$ cat src/rtl/fetch_unit_pkg.sv
`default_nettype none
// +------------------------------------------------------------------+
// | fetch_unit_pkg : core-wide constants and fetch state encoding     |
// | Rev 1.0                                                          |
// +------------------------------------------------------------------+
package fetch_unit_pkg;

    localparam int          XLEN      = 32;
    localparam logic [31:0] INSTR_NOP = 32'h0000_0013;
    localparam logic [31:0] PC_INC    = 32'd4;

    typedef logic [1:0] fetch_state_t;
    localparam fetch_state_t ST_IDLE = 2'd0;
    localparam fetch_state_t ST_WAIT = 2'd1;
    localparam fetch_state_t ST_DROP = 2'd2;

    function automatic logic [XLEN-1:0] align_pc(input logic [XLEN-1:0] pc);
        return {pc[XLEN-1:2], 2'b00};
    endfunction

endpackage
`default_nettype wire

$ cat src/rtl/fetch_unit_if.sv
`default_nettype none
// +------------------------------------------------------------------+
// | fetch_unit_if : instruction-memory request/response bundle        |
// | Rev 1.0                                                          |
// +------------------------------------------------------------------+
interface fetch_unit_if;
    import fetch_unit_pkg::*;

    logic            imem_req_valid;
    logic            imem_req_ready;
    logic [XLEN-1:0] imem_req_addr;
    logic            imem_rsp_valid;
    logic [XLEN-1:0] imem_rsp_data;

    modport master (
        output imem_req_valid,
        output imem_req_addr,
        input  imem_req_ready,
        input  imem_rsp_valid,
        input  imem_rsp_data
    );

    modport slave (
        input  imem_req_valid,
        input  imem_req_addr,
        output imem_req_ready,
        output imem_rsp_valid,
        output imem_rsp_data
    );
endinterface
`default_nettype wire

$ cat src/rtl/fetch_unit_buffer.sv
`default_nettype none
// +------------------------------------------------------------------+
// | fetch_buffer : single-entry valid/ready holding register          |
// | Rev 1.0                                                          |
// +------------------------------------------------------------------+
module fetch_buffer
    import fetch_unit_pkg::*;
(
    input  logic            clk,
    input  logic            rst,
    input  logic            load,
    input  logic [XLEN-1:0] load_pc,
    input  logic [XLEN-1:0] load_instr,
    input  logic            load_misaligned,
    input  logic            flush,
    output logic            valid,
    input  logic            ready,
    output logic [XLEN-1:0] pc,
    output logic [XLEN-1:0] instr,
    output logic            misaligned
);

    logic            r_valid;
    logic [XLEN-1:0] r_pc;
    logic [XLEN-1:0] r_instr;
    logic            r_misaligned;

    // A load wins over flush so a fault entry can replace the flushed one.
    always_ff @(posedge clk) begin
        if (rst) begin
            r_valid      <= 1'b0;
            r_pc         <= '0;
            r_instr      <= '0;
            r_misaligned <= 1'b0;
        end else if (load) begin
            r_valid      <= 1'b1;
            r_pc         <= load_pc;
            r_instr      <= load_instr;
            r_misaligned <= load_misaligned;
        end else if (flush || ready) begin
            r_valid      <= 1'b0;
        end
    end

    assign valid      = r_valid;
    assign pc         = r_pc;
    assign instr      = r_instr;
    assign misaligned = r_misaligned;

endmodule
`default_nettype wire

$ cat src/rtl/fetch_unit.sv
`default_nettype none
// +------------------------------------------------------------------+
// | fetch_unit : RV32I fetch stage, PC owner, redirect/flush handling |
// | Option macro: FETCH_MISALIGN_CHECK_EN (misaligned-target fault)   |
// | Rev 1.0                                                          |
// +------------------------------------------------------------------+
module fetch_unit
    import fetch_unit_pkg::*;
#(
    parameter logic [XLEN-1:0] RESET_PC = 32'h0000_0000
)
(
    input  logic             clk,
    input  logic             rst,
    fetch_unit_if.master     imem,
    input  logic             redirect_valid,
    input  logic [XLEN-1:0]  redirect_pc,
    output logic             if_valid,
    input  logic             if_ready,
    output logic [XLEN-1:0]  if_pc,
    output logic [XLEN-1:0]  if_instr,
    output logic             if_misaligned
);

    fetch_state_t    r_state;
    fetch_state_t    w_state_next;
    logic [XLEN-1:0] r_pc;
    logic [XLEN-1:0] r_req_pc;
    logic            w_req_valid;
    logic            w_accept;
    logic            w_rsp_load;
    logic            w_fault;
    logic            w_buf_load;
    logic            w_unused_lsb;

`ifdef FETCH_MISALIGN_CHECK_EN
    assign w_fault = redirect_valid && (redirect_pc[1:0] != 2'b00);
`else
    assign w_fault = 1'b0;
`endif
    assign w_unused_lsb = ^redirect_pc[1:0];

    always_ff @(posedge clk) begin
        if (rst) begin
            r_state <= ST_IDLE;
        end else begin
            r_state <= w_state_next;
        end
    end

    // A response in DROP retires the stale fetch even if a redirect arrives too.
    always_comb begin
        w_state_next = r_state;
        case (r_state)
            ST_IDLE: if (w_accept) w_state_next = ST_WAIT;
            ST_WAIT: begin
                if (imem.imem_rsp_valid)  w_state_next = ST_IDLE;
                else if (redirect_valid)  w_state_next = ST_DROP;
            end
            ST_DROP: if (imem.imem_rsp_valid) w_state_next = ST_IDLE;
            default: w_state_next = ST_IDLE;
        endcase
    end

    always_comb begin
        w_req_valid = (r_state == ST_IDLE) && (!if_valid || if_ready)
                      && !redirect_valid && !rst;
        imem.imem_req_valid = w_req_valid;
        imem.imem_req_addr  = r_pc;
    end

    assign w_accept   = w_req_valid && imem.imem_req_ready;
    assign w_rsp_load = (r_state == ST_WAIT) && imem.imem_rsp_valid && !redirect_valid;
    assign w_buf_load = w_rsp_load || w_fault;

    always_ff @(posedge clk) begin
        if (rst) begin
            r_pc     <= RESET_PC;
            r_req_pc <= RESET_PC;
        end else if (redirect_valid) begin
            r_pc     <= align_pc(redirect_pc);
        end else if (w_accept) begin
            r_req_pc <= r_pc;
            r_pc     <= r_pc + PC_INC;
        end
    end

    fetch_buffer u_buffer (
        .clk             (clk),
        .rst             (rst),
        .load            (w_buf_load),
        .load_pc         (w_fault ? redirect_pc : r_req_pc),
        .load_instr      (w_fault ? INSTR_NOP : imem.imem_rsp_data),
        .load_misaligned (w_fault),
        .flush           (redirect_valid),
        .valid           (if_valid),
        .ready           (if_ready),
        .pc              (if_pc),
        .instr           (if_instr),
        .misaligned      (if_misaligned)
    );

endmodule
`default_nettype wire

$ cat src/flat_wrapper.sv
// flat-port wrapper written by rule: the top's interface ports become plain ports
module fetch_unit_flat import fetch_unit_pkg::*;
#(
    parameter logic [XLEN-1:0] RESET_PC = 32'h0000_0000
)
  (clk, rst, redirect_valid, redirect_pc, if_valid, if_ready, if_pc, if_instr, if_misaligned, imem_imem_req_valid, imem_imem_req_addr, imem_imem_req_ready, imem_imem_rsp_valid, imem_imem_rsp_data);
  fetch_unit_if imem_i ();
  input  logic clk;
  input  logic rst;
  input  logic redirect_valid;
  input  logic [XLEN-1:0] redirect_pc;
  output logic if_valid;
  input  logic if_ready;
  output logic [XLEN-1:0] if_pc;
  output logic [XLEN-1:0] if_instr;
  output logic if_misaligned;
  output wire logic [$bits(imem_i.imem_req_valid)-1:0] imem_imem_req_valid;
  output wire logic [$bits(imem_i.imem_req_addr)-1:0] imem_imem_req_addr;
  input wire logic [$bits(imem_i.imem_req_ready)-1:0] imem_imem_req_ready;
  input wire logic [$bits(imem_i.imem_rsp_valid)-1:0] imem_imem_rsp_valid;
  input wire logic [$bits(imem_i.imem_rsp_data)-1:0] imem_imem_rsp_data;
  assign imem_imem_req_valid = imem_i.imem_req_valid;
  assign imem_imem_req_addr = imem_i.imem_req_addr;
  assign imem_i.imem_req_ready = imem_imem_req_ready;
  assign imem_i.imem_rsp_valid = imem_imem_rsp_valid;
  assign imem_i.imem_rsp_data = imem_imem_rsp_data;
  fetch_unit #(.RESET_PC(RESET_PC)) u_core (.clk(clk), .rst(rst), .imem(imem_i), .redirect_valid(redirect_valid), .redirect_pc(redirect_pc), .if_valid(if_valid), .if_ready(if_ready), .if_pc(if_pc), .if_instr(if_instr), .if_misaligned(if_misaligned));
endmodule
$ cat config.mk
export PLATFORM = sky130hd
export DESIGN_NAME = fetch_unit_flat
export DESIGN_NICKNAME = d
export VERILOG_FILES = /design/src/rtl/fetch_unit_pkg.sv /design/src/rtl/fetch_unit_if.sv /design/src/rtl/fetch_unit_buffer.sv /design/src/rtl/fetch_unit.sv /design/src/flat_wrapper.sv
export SDC_FILE = /design/constraint.sdc
export NUM_CORES = 1
export LEC_CHECK = 0
export ABC_CLOCK_PERIOD_IN_PS = 4900
export CAP_MARGIN = 15
export CORE_MARGIN = 3
export CORE_UTILIZATION = 40
export DETAILED_ROUTE_END_ITERATION = 16
export PLACE_DENSITY = 0.75
export SETUP_SLACK_MARGIN = 0.3
export SYNTH_ARGS = -nofsm -noshare
export SYNTH_HDL_FRONTEND = slang
export SYNTH_SLANG_ARGS = --single-unit
$ cat constraint.sdc
create_clock -name clk -period 4.9 [get_ports clk]
set_input_delay 0.735 -clock clk [delete_from_list [all_inputs] [get_ports clk]]
set_output_delay 0.735 -clock clk [all_outputs]
set_load 0.005 [all_outputs]
Word-level counts from Yosys, hierarchy flattened

Index checks and enable logic that the tools add are counted.

Flip-flop bits (word level): 131
Memory bits (writable): 0
Memories: 0
Bits in read-only memories: 0
Latch bits: 0
Output and inout bits: 99
Input bits: 70

Equal/unequal tests: 5
Reduce and logical (&&, ||, !) cells: 17
Order comparisons: 0
Add/sub/neg operators: 1
Bitwise operators: 1
Multiply operators: 0
Multiplexer cells: 9
Shift operators: 0
Divide/modulo/power cells: 0

Operators with widths:

| kind                                                                   | count |
|---|---|
| 32-bit two-way mux                                                     | 2 |
| 32-bit by 3-bit adder with 32-bit output (second input constant)       | 1 |
| 2-bit two-way mux                                                      | 4 |
| 1-bit logical AND                                                      | 6 |
| 2-bit one-hot mux with 3 select lines                                  | 1 |
| 2-bit nonzero test                                                     | 2 |
| 1-bit zero test                                                        | 3 |
| 3-bit != test (second input constant)                                  | 1 |
| 3-bit AND reduction                                                    | 1 |
| 2-bit by 1-bit equality test with 1-bit output (second input constant) | 1 |
| 2-bit equality test (second input constant)                            | 1 |
| 2-bit zero test                                                        | 1 |
| 1-bit logical OR                                                       | 2 |
| 1-bit two-way mux                                                      | 2 |
| 2-bit by 1-bit != test with 1-bit output (second input constant)       | 1 |
| 2-bit != test (second input constant)                                  | 1 |
| 2-bit AND reduction                                                    | 1 |
| 2-bit OR reduction                                                     | 1 |
| 1-bit inverter                                                         | 1 |

Depth between registers and ports, before layout

Gate-level depths: netlist of run 1.

Depth in word-level cells: 8
Depth in mapped cells: 8
Mapped depth without buffers: 6

Modules after synthesis

Synthesis of run 1 repeated with hierarchy kept, for this count alone.

Cells, all modules: 593
Area total of the unflattened synthesis: 5,306.3 µm²

By module, submodules not included:

| module       | instances | area an instance (µm²) | cells an instance |
|---|---|---|---|
| fetch_unit   | 1         | 2,917.8                | 379 |
| fetch_buffer | 1         | 2,388.5                | 214 |

Least setup slack after synthesis of run 1

Ideal clock, no wire load.

Kind: input to register
Start: input port rst
End: register u_core.r_pc[10] (netlist: u_core.imem.imem_req_addr[10])
Library setup time: 0.067 ns
Slack: 2.849 ns
Arrival time: 1.983 ns
Path buffers: 2
Cell stages on the path: 7
Cells stage by stage: clkbuf_1 -> nor4_4 -> and3_4 -> buf_6 -> nand4_1 -> mux2_4 -> a21oi_2

Longest elaborated chain between the ends: 4

RTL lines:

| item                         | RTL line          | RTL |
|---|---|---|
| start, declared              | flat_wrapper.sv:9 | `input logic rst;` |
| 1-bit zero test              | fetch_unit.sv:67  | `&& !redirect_valid && !rst;` |
| 1-bit logical AND            | fetch_unit.sv:67  |  |
| 1-bit logical AND            | fetch_unit.sv:72  | `assign w_accept = w_req_valid && imem.imem_req_ready;` |
| 2-bit nonzero test (no line) | n/a               |  |
| end signal, assigned         | fetch_unit.sv:81  | `r_pc <= align_pc(redirect_pc);` |
| end signal, assigned         | fetch_unit.sv:84  | `r_pc <= r_pc + PC_INC;` |
| end, declared                | fetch_unit.sv:27  | `logic [XLEN-1:0] r_pc;` |

Several ways; a longest one is shown, not always the timed one.
A chain may end at the register's enable or synchronous reset.

Worst setup path after layout of run 1

Start: input port redirect_valid
End: register u_core.r_pc[18] (netlist: u_core.imem.imem_req_addr[18])

Longest elaborated chain between the ends: 5
Elaborated cells between the ends (all ways): 6

RTL lines:

| item                           | RTL line           | RTL |
|---|---|---|
| start, declared                | flat_wrapper.sv:10 | `input logic redirect_valid;` |
| 1-bit zero test                | fetch_unit.sv:67   |  |
| 1-bit logical AND (2 in a row) | fetch_unit.sv:67   |  |
| 1-bit logical AND              | fetch_unit.sv:72   |  |
| 2-bit nonzero test (no line)   | n/a                |  |

Several ways; a longest one is shown, not always the timed one.

==> results.py, run 1 <==
metrics = {
    "outcome": {
        "status": "finished, final reports clean",
    },
    "cells_and_area": {
        "drive_above_1_share": 0.06412,
        "synthToLayoutAreaGrowth_pct": 42.89,
        "finalCoreUtilization": 0.5999,
        "diodes": 0,
        "layout_commonest_cell": "nand2_1",
        "fin_nets": 869,
        "filler_cell_count": 1110,
        "highest_count_cells_in_the_layout_ignoring_fill_and_taps": "210 x nand2_1, 160 x clkdlybuf4s50_1, 125 x dfxtp_1",
        "finalNonFillerCells": 979,
    },
    "worst_setup_path": {
        "cp_top_family": "simple AND/OR/NAND/NOR gates",
        "critical_path_s_slowest_cell": "nand3_2",
        "setup.worst_path.start_class": "input pin",
        "timing.critical_path.to_type": "flip-flop",
        "timing.critical_path.cells": "clkdlybuf4s50_1, nor4_4, nand3_2, buf_4, or3_1, a31oi_1",
        "worst_ep_arrival_time_ps": 3240,
        "critical_path_required_ps": 5230,
        "cp_max_stage_delay_ps": 690,
        "critPathBufInv": 2,
        "critical_path_class": "input pin to flip-flop",
        "timing.critical_path.fanout_max": 40,
    },
    "floorplan": {
        "die_w_um": 119.9,
        "floorplan.initialDensity": 0.4198,
        "floorplan.rows": 40,
        "top_level_ports": 169,
        "die_height_um": 119.9,
        "design.core.area_um2": 12360,
        "design.die.area_um2": 14380,
    },
    "placement": {
        "place.gp.congestion": 0.8077,
        "pre_cts_ws_ps": 1574,
        "dpl.cell_count": 946,
        "numPortBuffers": 161,
        "dp_hpwl_um": 10450,
    },
    "power_and_ir_drop": {
        "total_power_mw": 2.447,
        "p_leak_nw": 2.434,
        "power_density_nw_per_um2": 329.9,
        "vdd.ir_drop.worst_mv": 0.1655,
    },
    "synthesis": {
        "syn_inst": 662,
        "yosys.area.top_type_share": 0.4822,
        "yosys-top-cells-area": "dfxtp_1 48%, nand2_1 15%, a21oi_1 10%",
        "ys_warn_count": 0,
        "syn_area_per_cell_um2": 7.840,
        "yosys_most_used_dff": "dfxtp_1",
        "yosysTopAreaCell": "dfxtp_1",
        "netlist_area_um2": 5190,
        "synth_enable_flop_cells": 0,
        "synth.yosys.seq_area_share": 0.4822,
        "yosysUniqueCellTypes": 55,
        "flip_flop_and_latch_count_after_synthesis": 125,
        "fraction_of_synthesis_flops_using_an_asynchronous_set_or_reset_pin": 0,
    },
    "drt": {
        "vias_per_cell": 5.260,
        "detailroute.via_count": 5150,
        "drt-initial-drc-count": 466,
        "drc_errors": 0,
        "postRouteAntennaNets": 0,
        "finalWirelength_um": 15110,
        "drt-wirelength-per-cell_um": 15.43,
        "drt-pass1-iter-count": 5,
    },
    "cts": {
        "cts.reportedPaths.clkPinSlew_ps": 50,
        "tritoncts": "done",
        "worstSkewPairLatency_ps": 410,
        "numCtsBuffers": 17,
        "ctsResizeCount": 0,
        "ctsLongestPathBuffers": 2,
        "cts.sinks": 125,
        "ctsHtreeMaxLevel": 4,
        "cts.hold.buffers_added": 0,
        "clock-root-buffer": "clkbuf_16",
        "post_cts_buffers": 0,
    },
    "global_routing": {
        "global_route_wire_length_before_repair_um": 24860,
        "number_of_antenna_violations_at_the_first_check_in_global_routing": 0,
        "grt_use_total": 0.2137,
        "overflow": 0,
        "first_global_vias": 4948,
        "grt_start_max_net_pins": 85,
    },
    "timing": {
        "worst-slew-pin-transition_ps": 887.1,
        "timing.final.setup_violations": 0,
        "relSlewSlack": 0.4064,
        "pins_over_their_slew_limit": 0,
        "timing.setup.tns_ps": 0,
        "final_min_period_over_clock_period": 0.5945,
        "setup_slack_ps": 1987,
        "rsz_0062_raised_after_global_routing": "no",
        "report.final.hold_viol_count": 0,
        "maxClockFrequency_mhz": 343.3,
        "final_period_minus_worst_setup_slack_ps": 2913,
        "finClkSkew_ps": 12.88,
    },
    "hold_path": {
        "hold_path_class": "flip-flop to flip-flop",
    },
    "flow_run": {
        "drv_cap": 0,
    },
}
## worst register-to-register path: stages (launching register included)
cell,delay (ps)
dfxtp_1,360
nor4_4,360
nand3_2,690
buf_4,500
or3_1,380
a31oi_1,170
## metrics by stage
| stage | hold WS (ps) | area, um^2 |
|---|---|---|
| global route | 472.6 | 7416 |
| CTS | 453.4 | 7396 |
| global placement | 441.2 | 6823 |
| detailed placement | 444.0 | 6823 |
| floorplan | 432.1 | 5205 |
| finish | 447.8 | 7416 |
## kinds of logic after synthesis
logic type / after synthesis / share of synthesized area
muxes: 6 / 0.01350
DFF: 125 / 0.4822
buffers and inverters: 59 / 0.05039
other: 1 / 0.0007225
AOI/OAI and AO/OA: 158 / 0.1721
and+or+nand+nor: 309 / 0.2736
adders and majority gates: 1 / 0.002410
xor gates and xnor gates: 3 / 0.005064
## cell type report
cell class                 count  area, um^2  area share
clock buffer                  22       484.2     0.06529
clock inverter                10       88.84     0.01198
inverter                       6       22.52    0.003037
multi-input combinational    482        2449      0.3302
sequential                   125        2502      0.3374
tap                          168       210.2     0.02834
timing repair buffer         166        1659      0.2237
## synthesized netlist by cell type, drive strengths merged (2+ instances only)
master  count
and4        3
nor3        6
a32oi       3
mux2        5
dfxtp     125
nand4      15
nand2     210
inv         6
and2        3
o311ai      2
and3        8
o22ai       3
a21oi     109
nor4        3
or4b        2
buf        18
or3         7
clkbuf     35
nand3b      2
nor2       15
xnor2       3
nand2b      6
or4         2
a311oi      2
o21ai       9
a31oi      12
a22oi       7
or2         3
nor3b       5
nor2b       5
o211ai      2
a41oi       4
nand3      14
## flip-flops by register name, summed over array words and instances, names as in the netlist
register	flops
u_core.u_buffer.instr	32
u_core.imem.imem_req_addr	30
u_core.r_req_pc	30
u_core.r_state	2
u_core.u_buffer.pc	30
u_core.u_buffer.valid	1
## power breakdown
| group | switching, mW | leakage (nW) | internal [mW] |
|---|---|---|---|
| clock network | 0.444 | 0.274 | 0.747 |
| registers | 0.0322 | 1.01 | 1.04 |
| logic | 0.0810 | 1.15 | 0.103 |
## routing by layer
layer / up-vias / GRT usage / routed length [um] / share of wire
li1: 2532 / - / - / -
met3: 22 / 0.06975 / 1098 / 0.073
met1: 2419 / 0.2697 / 6463 / 0.43
met5: - / 0 / 0 / 0
met2: 177 / 0.3428 / 7260 / 0.48
met4: 0 / 0.07516 / 285 / 0.019
## final timing paths
check,start,end,slack [ps],cells past startpoint
max,redirect_valid,u_core.imem.imem_req_addr[18]$_SDFFE_PP0P_,1990,6
min,u_core.r_req_pc[3]$_SDFFE_PP0P_,u_core.u_buffer.pc[3]$_SDFFE_PP0P_,450,2
max reg2reg,u_core.r_state[1]$_SDFFE_PP0P_,u_core.imem.imem_req_addr[18]$_SDFFE_PP0P_,2360,5
min reg2reg,u_core.r_req_pc[3]$_SDFFE_PP0P_,u_core.u_buffer.pc[3]$_SDFFE_PP0P_,450,2
Power figures use the tool's default switching activity.
==> run 2: changes to the inputs <==
ABC_CLOCK_PERIOD_IN_PS = 2880   (was 4900)
clock period = 2.88 ns   (was 4.9 ns; I/O delays follow)
==> run 2 against run 1 <==
Global-route usage rose by 0.38 points. Die area did not move. Combinational power rose by 72%. Non-clock buffer count rose by 7. Clock-buffer cell count fell by 1. Register-to-register slack got worse by 1800 ps. Sequential power rose by 70%. Critical path type is now input pin to output port. Critical endpoint is now imem_imem_req_valid. Highest routed layer unchanged.
==> results.py, run 2 (same netlist as run 1, synthesis figures left out) <==
metrics = {
    "cells_and_area": {
        "drive_above_1_share": 0.07090,
        "layout_commonest_cell": "nand2_1",
        "highest_count_cells_in_the_layout_ignoring_fill_and_taps": "210 x nand2_1, 160 x clkdlybuf4s50_1, 125 x dfxtp_1",
        "largest_reg_flops": 32,
        "final_cell_area_um2": 7450,
        "filler_cell_count": 1112,
        "synthToLayoutAreaGrowth_pct": 43.54,
        "diodes": 0,
        "fin_nets": 876,
    },
    "worst_setup_path": {
        "cp_top_family": "buffers and inverters",
        "critical_path_required_ps": 2450,
        "cp_max_stage_delay_ps": 530,
        "critPathBufInv": 2,
        "path_common_cell": "clkdlybuf4s50_1",
        "setup.worst_path.start_class": "input pin",
        "critical_path_s_slowest_cell": "clkdlybuf4s50_1",
        "critical_path_class": "input pin to output port",
        "worst_ep_arrival_time_ps": 1980,
        "timing.critical_path.cells": "clkdlybuf4s50_1, nor4_4, and2_1, clkdlybuf4s50_1",
        "timing.critical_path.to_type": "output port",
        "timing.critical_path.fanout_max": 4,
    },
    "power_and_ir_drop": {
        "total_power_mw": 4.121,
        "power_density_nw_per_um2": 553.1,
        "vdd.ir_drop.worst_mv": 0.3564,
        "p_leak_nw": 2.459,
    },
    "timing": {
        "worst-slew-pin-transition_ps": 1028,
        "timing.final.setup_violations": 0,
        "maxClockFrequency_mhz": 414.3,
        "final_min_period_over_clock_period": 0.8381,
        "relSlewSlack": 0.3133,
        "final_period_minus_worst_setup_slack_ps": 2414,
        "setup_slack_ps": 466.4,
        "pins_over_their_slew_limit": 0,
        "report.final.hold_viol_count": 0,
        "finClkSkew_ps": 8.739,
        "timing.setup.tns_ps": 0,
        "timing.hold.ws_ps": 337.9,
        "rsz_0062_raised_after_global_routing": "no",
    },
    "cts": {
        "cts.hold.buffers_added": 0,
        "worstSkewPairLatency_ps": 420,
        "cts.sinks": 125,
        "tritoncts": "done",
        "post_cts_buffers": 0,
        "ctsResizeCount": 0,
        "clock-root-buffer": "clkbuf_16",
        "ctsLongestPathBuffers": 2,
        "numCtsBuffers": 17,
        "ctsHtreeMaxLevel": 4,
        "cts.reportedPaths.clkPinSlew_ps": 50,
    },
    "floorplan": {
        "design.die.area_um2": 14380,
        "design.core.area_um2": 12360,
        "top_level_ports": 169,
        "floorplan.rows": 40,
        "die_height_um": 119.9,
        "die_w_um": 119.9,
        "floorplan.initialDensity": 0.4198,
    },
    "drt": {
        "drt-initial-drc-count": 523,
        "drc_errors": 0,
        "finalWirelength_um": 15500,
        "detailroute.via_count": 5254,
        "postRouteAntennaNets": 0,
        "drt-pass1-iter-count": 6,
        "vias_per_cell": 5.329,
        "drt-wirelength-per-cell_um": 15.72,
    },
    "global_routing": {
        "grt_use_total": 0.2175,
        "number_of_antenna_violations_at_the_first_check_in_global_routing": 0,
        "grt_start_max_net_pins": 63,
        "global_route_wire_length_before_repair_um": 25230,
        "overflow": 0,
        "first_global_vias": 4995,
    },
    "hold_path": {
        "hold_path_class": "input pin to flip-flop",
    },
    "placement": {
        "place.gp.congestion": 0.8571,
        "numPortBuffers": 161,
        "pre_cts_ws_ps": 236.7,
        "place_area_um2": 6895,
        "dp_hpwl_um": 10920,
    },
    "flow_run": {
        "drv_cap": 0,
    },
    "outcome": {
        "status": "finished, final reports clean",
    },
}
run 2: cell types whose count changed in the layout (fill, tap and decap cells not counted), sizes merged:
cell / delta
buf: +7
clkbuf: -1
clkinv: +1
run 2: metrics by stage:
| step | util | instances |
|---|---|---|
| floorplan | - | 666 |
| global placement | 0.5578 | 954 |
| detailed placement | 0.5578 | 954 |
| CTS | 0.6026 | 986 |
| global route | 0.6026 | 986 |
| finish | 0.6026 | 986 |
run 2: final cells by class:
class                   count  area (um^2)  share of cell area
clock buffers              21        460.4             0.06181
clock inverters            11        93.84             0.01260
inverters                   6        22.52            0.003023
multi-input cells         482         2449              0.3287
flip-flops and latches    125         2502              0.3359
well taps                 168        210.2             0.02822
repair buffers            173         1712              0.2298
run 2: final timing paths:
path                                    start                                    endpoint  slack [ps]  cells past startpoint
max reg2reg    u_core.r_state[0]$_SDFFE_PP0P_      u_core.u_buffer.instr[23]$_SDFFE_PP0P_         580                      6
max                            redirect_valid                         imem_imem_req_valid         470                      4
min                                       rst  u_core.imem.imem_req_addr[10]$_SDFFE_PP0P_         340                      2
min reg2reg  u_core.r_req_pc[31]$_SDFFE_PP0P_         u_core.u_buffer.pc[31]$_SDFFE_PP0P_         450                      2
run 2: routing by layer:
layer  vias to the layer above  global-route usage  part of all wire
li1                       2549                   -                 -
met1                      2430              0.2726              0.41
met2                       232              0.3576              0.48
met3                        43             0.05891             0.078
met4                         0             0.08160             0.025
met5                         -                   0                 0
run 2: power breakdown:
group          switching, mW  total, mW  internal [mW]
combinational          0.138      0.317          0.179
clock                  0.758       1.98           1.22
sequential            0.0562       1.82           1.77
total                  0.952       4.12           3.17
==> run 3: changes to the inputs <==
ABC_CLOCK_PERIOD_IN_PS = 2500   (was 2880)
clock period = 2.5 ns   (was 2.88 ns; I/O delays follow)
==> run 3 against run 2 <==
Worst hold slack better by 110 ps. Combinational power up 18%. Via count about the same. Clock-buffer cell count up 1. Register-to-register slack worse by 60 ps. Sequential power up 15%. Critical path depth down 1. Setup slack worse by 84 ps. Die area unchanged. Routed wire length down 0.92%. Final cell count down 0.20%. Critical endpoint unchanged.
==> results.py, run 3 (same netlist as run 1, synthesis figures left out) <==
metrics = {
    "outcome": {
        "status": "finished, final reports clean",
    },
    "placement": {
        "place.gp.congestion": 0.8701,
        "dp_hpwl_um": 10680,
        "place_area_um2": 6958,
        "pre_cts_ws_ps": 158.5,
        "numPortBuffers": 161,
        "dpl.cell_count": 954,
    },
    "power_and_ir_drop": {
        "internal_power_mw": 3.874,
        "power_frac_clock": 0.499,
        "vdd.ir_drop.worst_mv": 0.5130,
        "p_leak_nw": 2.524,
        "switching_power_mw": 1.061,
        "power_switching_share": 0.2150,
        "power_density_nw_per_um2": 653.0,
        "total_power_mw": 4.934,
        "pwr-share-comb": 0.076,
        "p_seq_frac": 0.426,
    },
    "timing": {
        "timing.final.setup_violations": 0,
        "final_period_minus_worst_setup_slack_ps": 2118,
        "timing.setup.tns_ps": 0,
        "setup_slack_ps": 382.5,
        "pins_over_their_slew_limit": 0,
        "timing.hold.ws_ps": 449.7,
        "worst-slew-pin-transition_ps": 839.6,
        "final_min_period_over_clock_period": 0.8470,
        "finClkSkew_ps": 5.515,
        "rsz_0062_raised_after_global_routing": "no",
        "relSlewSlack": 0.4382,
        "report.final.hold_viol_count": 0,
        "maxClockFrequency_mhz": 472.2,
    },
    "drt": {
        "detailroute.via_count": 5249,
        "drc_errors": 0,
        "drt-wirelength-per-cell_um": 15.61,
        "drt-pass1-iter-count": 5,
        "vias_per_cell": 5.334,
        "postRouteAntennaNets": 0,
        "finalWirelength_um": 15360,
        "drt-initial-drc-count": 493,
    },
    "hold_path": {
        "hold_path_class": "flip-flop to flip-flop",
        "timing.hold.worst.start": "u_core.r_req_pc[30]$_SDFFE_PP0P_",
        "worst_hold_path.num_cells": 2,
        "min_delay_worst_endpoint": "u_core.u_buffer.pc[30]$_SDFFE_PP0P_",
    },
    "cells_and_area": {
        "highest_count_cells_in_the_layout_ignoring_fill_and_taps": "210 x nand2_1, 159 x clkdlybuf4s50_1, 124 x dfxtp_1",
        "fin_nets": 876,
        "drive_above_1_share": 0.06985,
        "finalCoreUtilization": 0.6112,
        "largest_reg_flops": 32,
        "filler_cell_count": 1104,
        "final_cell_area_um2": 7556,
        "synthToLayoutAreaGrowth_pct": 45.59,
        "finalNonFillerCells": 984,
        "diodes": 0,
        "layout_commonest_cell": "nand2_1",
    },
    "worst_setup_path": {
        "timing.rr.end": "u_core.imem.imem_req_addr[31]$_SDFFE_PP0P_",
        "timing.critical_path.to_type": "output port",
        "worst_ep_arrival_time_ps": 1740,
        "setup.worst_path.start_class": "flip-flop",
        "critical_path_required_ps": 2120,
        "timing.critical_path.fanout_max": 4,
        "r2r.worst_path.cells": 5,
        "reg2reg_setup_slack_ps": 520,
        "r2r_start": "u_core.imem.imem_req_addr[8]$_SDFFE_PP0P_",
        "critical_path_class": "flip-flop to output port",
    },
    "floorplan": {
        "design.die.area_um2": 14380,
        "top_level_ports": 169,
        "design.core.area_um2": 12360,
        "die_height_um": 119.9,
        "floorplan.initialDensity": 0.4198,
        "die_w_um": 119.9,
        "floorplan.rows": 40,
    },
    "global_routing": {
        "global_route_wire_length_before_repair_um": 25300,
        "first_global_vias": 5003,
        "number_of_antenna_violations_at_the_first_check_in_global_routing": 0,
        "grt_use_total": 0.2159,
        "overflow": 0,
        "grt_start_max_net_pins": 124,
    },
    "flow_run": {
        "drv_cap": 0,
    },
    "cts": {
        "ctsHtreeMaxLevel": 4,
        "ctsLongestPathBuffers": 2,
        "worstSkewPairLatency_ps": 410,
        "cts.sinks": 125,
        "numCtsBuffers": 17,
        "post_cts_buffers": 0,
        "tritoncts": "done",
        "cts.reportedPaths.clkPinSlew_ps": 50,
        "clock-root-buffer": "clkbuf_16",
        "cts.hold.buffers_added": 0,
    },
}
-- run 3: cell count changes in the layout (fill, tap and decap cells not counted), sizes merged --
| cell | previous run | this run |
|---|---|---|
| dlymetal6s2s | 0 | 1 |
| bufinv | 1 | 3 |
| clkbuf | 21 | 22 |
| clkinvlp | 4 | 0 |
| clkinv | 6 | 5 |
| clkdlybuf4s50 | 160 | 159 |
-- run 3: worst max-delay path, cell delays in order (launching register included) --
cell and delay (ps):
dfxtp_2 340, nor4_4 310, and2_1 180, clkdlybuf4s50_1 500
-- run 3: how the worst max path moves through the flow --
| stage | slack (ps) | endpoint | cells past startpoint | start |
|---|---|---|---|---|
| 2_1_floorplan | 760 | u_core.imem.imem_req_addr[20]$_SDFFE_PP0P_ | 6 | u_core.imem.imem_req_addr[2]$_SDFFE_PP0P_ |
| 3_3_place_gp | 250 | u_core.imem.imem_req_addr[19]$_SDFFE_PP0P_ | 6 | redirect_valid |
| 3_5_place_dp | 160 | u_core.imem.imem_req_addr[18]$_SDFFE_PP0P_ | 6 | redirect_valid |
| 4_1_cts | 310 | imem_imem_req_valid | 4 | redirect_valid |
| 5_1_grt | 310 | imem_imem_req_valid | 3 | u_core.r_state[0]$_SDFFE_PP0P_ |
| 6_report | 380 | imem_imem_req_valid | 3 | u_core.r_state[0]$_SDFFE_PP0P_ |
-- run 3: area by class of cell --
class | instances | area, um^2 | area share
Sequential cell | 125 | 2504 | 0.3313
Multi-Input combinational cell | 482 | 2454 | 0.3247
Timing Repair Buffer | 173 | 1777 | 0.2351
Clock buffer | 22 | 474.2 | 0.06276
Tap cell | 168 | 210.2 | 0.02782
Clock inverter | 8 | 115.1 | 0.01523
Inverter | 6 | 22.52 | 0.002981
-- run 3: routing by layer --
layer / track usage / wire (um) / vias up / share of wire
li1: - / - / 2551 / -
met2: 0.3365 / 7267 / 207 / 0.47
met3: 0.05325 / 1068 / 40 / 0.070
met5: 0 / 0 / - / 0
met1: 0.2863 / 6626 / 2451 / 0.43
met4: 0.08876 / 395 / 0 / 0.026
-- run 3: power groups by stage --
stage | Clock [mW] | Combinational (mW) | Sequential [mW]
after floorplan | 0 | 0.155 | 2.12
after CTS | 2.50 | 0.375 | 2.10
after global routing | 2.59 | 0.404 | 2.11
after global placement | 0 | 0.363 | 2.14
final | 2.46 | 0.374 | 2.10
after detailed placement | 0 | 0.371 | 2.14
-- run 3: what timing repair did --
item / in CTS / in global routing
endpoints found under the setup margin: 0 / 2
endpoints found under the hold margin: 0 / 0
gates resized for setup: 0 / 3
==> variant, RTL diff (flow settings as in run 2) <==
The option `FETCH_MISALIGN_CHECK_EN` is turned on by a define.
--- a/src/rtl/fetch_unit.sv
+++ b/src/rtl/fetch_unit.sv
@@ -4,6 +4,8 @@
 // | Option macro: FETCH_MISALIGN_CHECK_EN (misaligned-target fault)   |
 // | Rev 1.0                                                          |
 // +------------------------------------------------------------------+
+`define FETCH_MISALIGN_CHECK_EN
+
 module fetch_unit
     import fetch_unit_pkg::*;
 #(
Behaviour: not the same (Yosys sat finds a counterexample within 4 cycles, from zero or initial values and one cycle with rst high).
==> variant against run 2 <==
- count of clock-buffer cells in the layout decreased by 4
- design area increased by 5.8%
- global-route usage increased by 0.28 points
- total power increased by 12%
- sequential cell count increased by 3
- area after synthesis increased by 6.1%
- routed wire length increased by 6.5%
- worst setup slack improved by 7.5 ps
- clock power increased by 9.6%
==> variant: results (changes against run 2) <==
status=finished clean; Setup Skew=8.78 ps (+0.0395 ps); drt initial violations=393 (-25%); number of fill cells=1145 (+3.0%); dominant synthesized flop cell=dfxtp_1; Tot GR Track Use=22.0% (+0.28 points); min-delay worst type=primary input to flip-flop; H-tree depth=4 (unchanged); Hold Path Stages=3 (+1); Detailed Route WL=16.5 mm (+6.5%); CTS root buffer=clkbuf_16; port buffer count=166 (+3.1%); Arrival @ worst endpoint=1970 ps; initial antenna violation count=0 (unchanged); reg2reg setup slack=530 ps (-50 ps); vias in the first global route=5215 (+4.4%); yosys warns=0 (unchanged); vias per inst=5.41 (+1.5%); top post-synthesis cells by area=dfxtp_1, mux2i_1, nand2_1; post-CTS resize count=0 (unchanged); hold path startpoint=rst; Final HPWL DP=11.3 mm (+3.0%); Clock Pin Slew Worst Setup and Hold Paths=60 ps; Ant. Diodes=0 (unchanged); Unique masters post-synth=50 (-9.1%); cells on worst reg2reg path=6 (unchanged); Post CTS Setup Buffer Count=0 (unchanged); Max clock buf depth=2 (unchanged); worst-path fanout max=5 (+1); Cell Area, Placed=0.00729 sq mm (+5.7%); drt first pass iters=5 (-1); Hold Path End=u_core.r_state[0]; GR Util met1=26.2% (-1.0 points); Routability Congestion=0.887 (+3.5%); worst reg2reg path startpoint=u_core.r_state[1]; Static Leakage=2.65 nW (+7.7%); share of cells above drive strength 1=7.89% (+0.80 points); maximum number of pins on one net before global-route repair=67 (+6.3%); met2 Resource Use GR=35.9% (+0.19 points); Post-synth top cells=dfxtp_1, nand2_1, nor2_1; first-pass GRT wire length=26.3 mm (+4.3%); Seq/Total Area, Yosys=46.5% (-1.7 points); GR Util met3=8.51% (+2.6 points); Skew-Pair Late Insertion Delay=420 ps (about the same); R2R Path End=u_core.imem.imem_req_addr[22]; VDD IR-drop max=0.446 mV (+25%); worst-case setup slack after placement=364 ps (+127 ps); Synth async-reset ratio=0% (unchanged); slew margin rel.=52.0% (+21 points); Layout Nets=856 (-2.3%); CTS buffer count=17 (unchanged); Fmax achieved=416 MHz (+0.31%)
-- variant: changes by cell type in the layout (fill, tap and decap cells not counted), moves of 5 or more --
cell,before,now
mux2i_1,1,39
a21oi_1,108,56
a31oi_1,12,5
nand2_1,210,89
nor2_1,12,75
nor4_1,1,6
a211oi_1,0,30
a22oi_1,7,35
nand2b_1,6,12
-- variant: cells by family after synthesis --
group / count (synthesis) / share of synthesized area (%)
flops: 128 / 46.5
mux: 46 / 8.52
buf+inv: 60 / 4.55
other cells: 1 / 0.0681
xor+xnor: 8 / 1.27
fa+ha+maj: 1 / 0.227
simple gates: 247 / 20.8
compound gates: 152 / 18.0
-- variant: worst max path at each step --
stage | startpoint | end | slack [ps] | cells past startpoint
floorplan | redirect_valid | u_core.imem.imem_req_addr[13] | 940 | 5
global route | u_core.r_state[1] | u_core.imem.imem_req_addr[20] | 380 | 6
CTS | u_core.r_state[1] | imem_imem_req_valid | 460 | 3
global placement | imem_imem_req_ready | u_core.imem.imem_req_addr[20] | 410 | 7
detailed placement | imem_imem_req_ready | u_core.imem.imem_req_addr[22] | 360 | 7
finish | u_core.r_state[1] | imem_imem_req_valid | 470 | 3
-- variant: layout make-up --
cell class | instances | area, sq um | share of cell area [%]
clock buffer | 17 | 425 | 5.40
clock inverter | 15 | 170 | 2.16
inverter | 3 | 11.3 | 0.143
multi-input combinational | 456 | 2730 | 34.6
sequential | 128 | 2560 | 32.5
tap | 176 | 220 | 2.79
timing repair buffer | 179 | 1760 | 22.4
-- variant: layer usage --
layer,routed length (um),vias to the layer above
li1,-,2575
met1,6900,2452
met2,7890,215
met3,1450,26
met4,277,0
met5,0,-
-- variant: per-stage QoR --
stage / cells / total power, mW / hold slack [ps]
floorplan: 644 / 2.17 / 436
global placement: 942 / 2.47 / 444
detailed placement: 942 / 2.48 / 447
CTS: 974 / 4.65 / 327
global route: 974 / 4.77 / 348
finish: 974 / 4.62 / 333
-- variant: report_power, final --
| group | internal [mW] | switching, mW |
|---|---|---|
| sequential | 1.85 | 0.0806 |
| combinational | 0.293 | 0.227 |
| clock | 1.35 | 0.818 |
| total | 3.49 | 1.12 |
-- variant: critical path: stages, from the launching register on --
cell             delay, ps
dfxtp_1                380
or3_4                  440
nor3_1                 180
clkdlybuf4s50_1        550
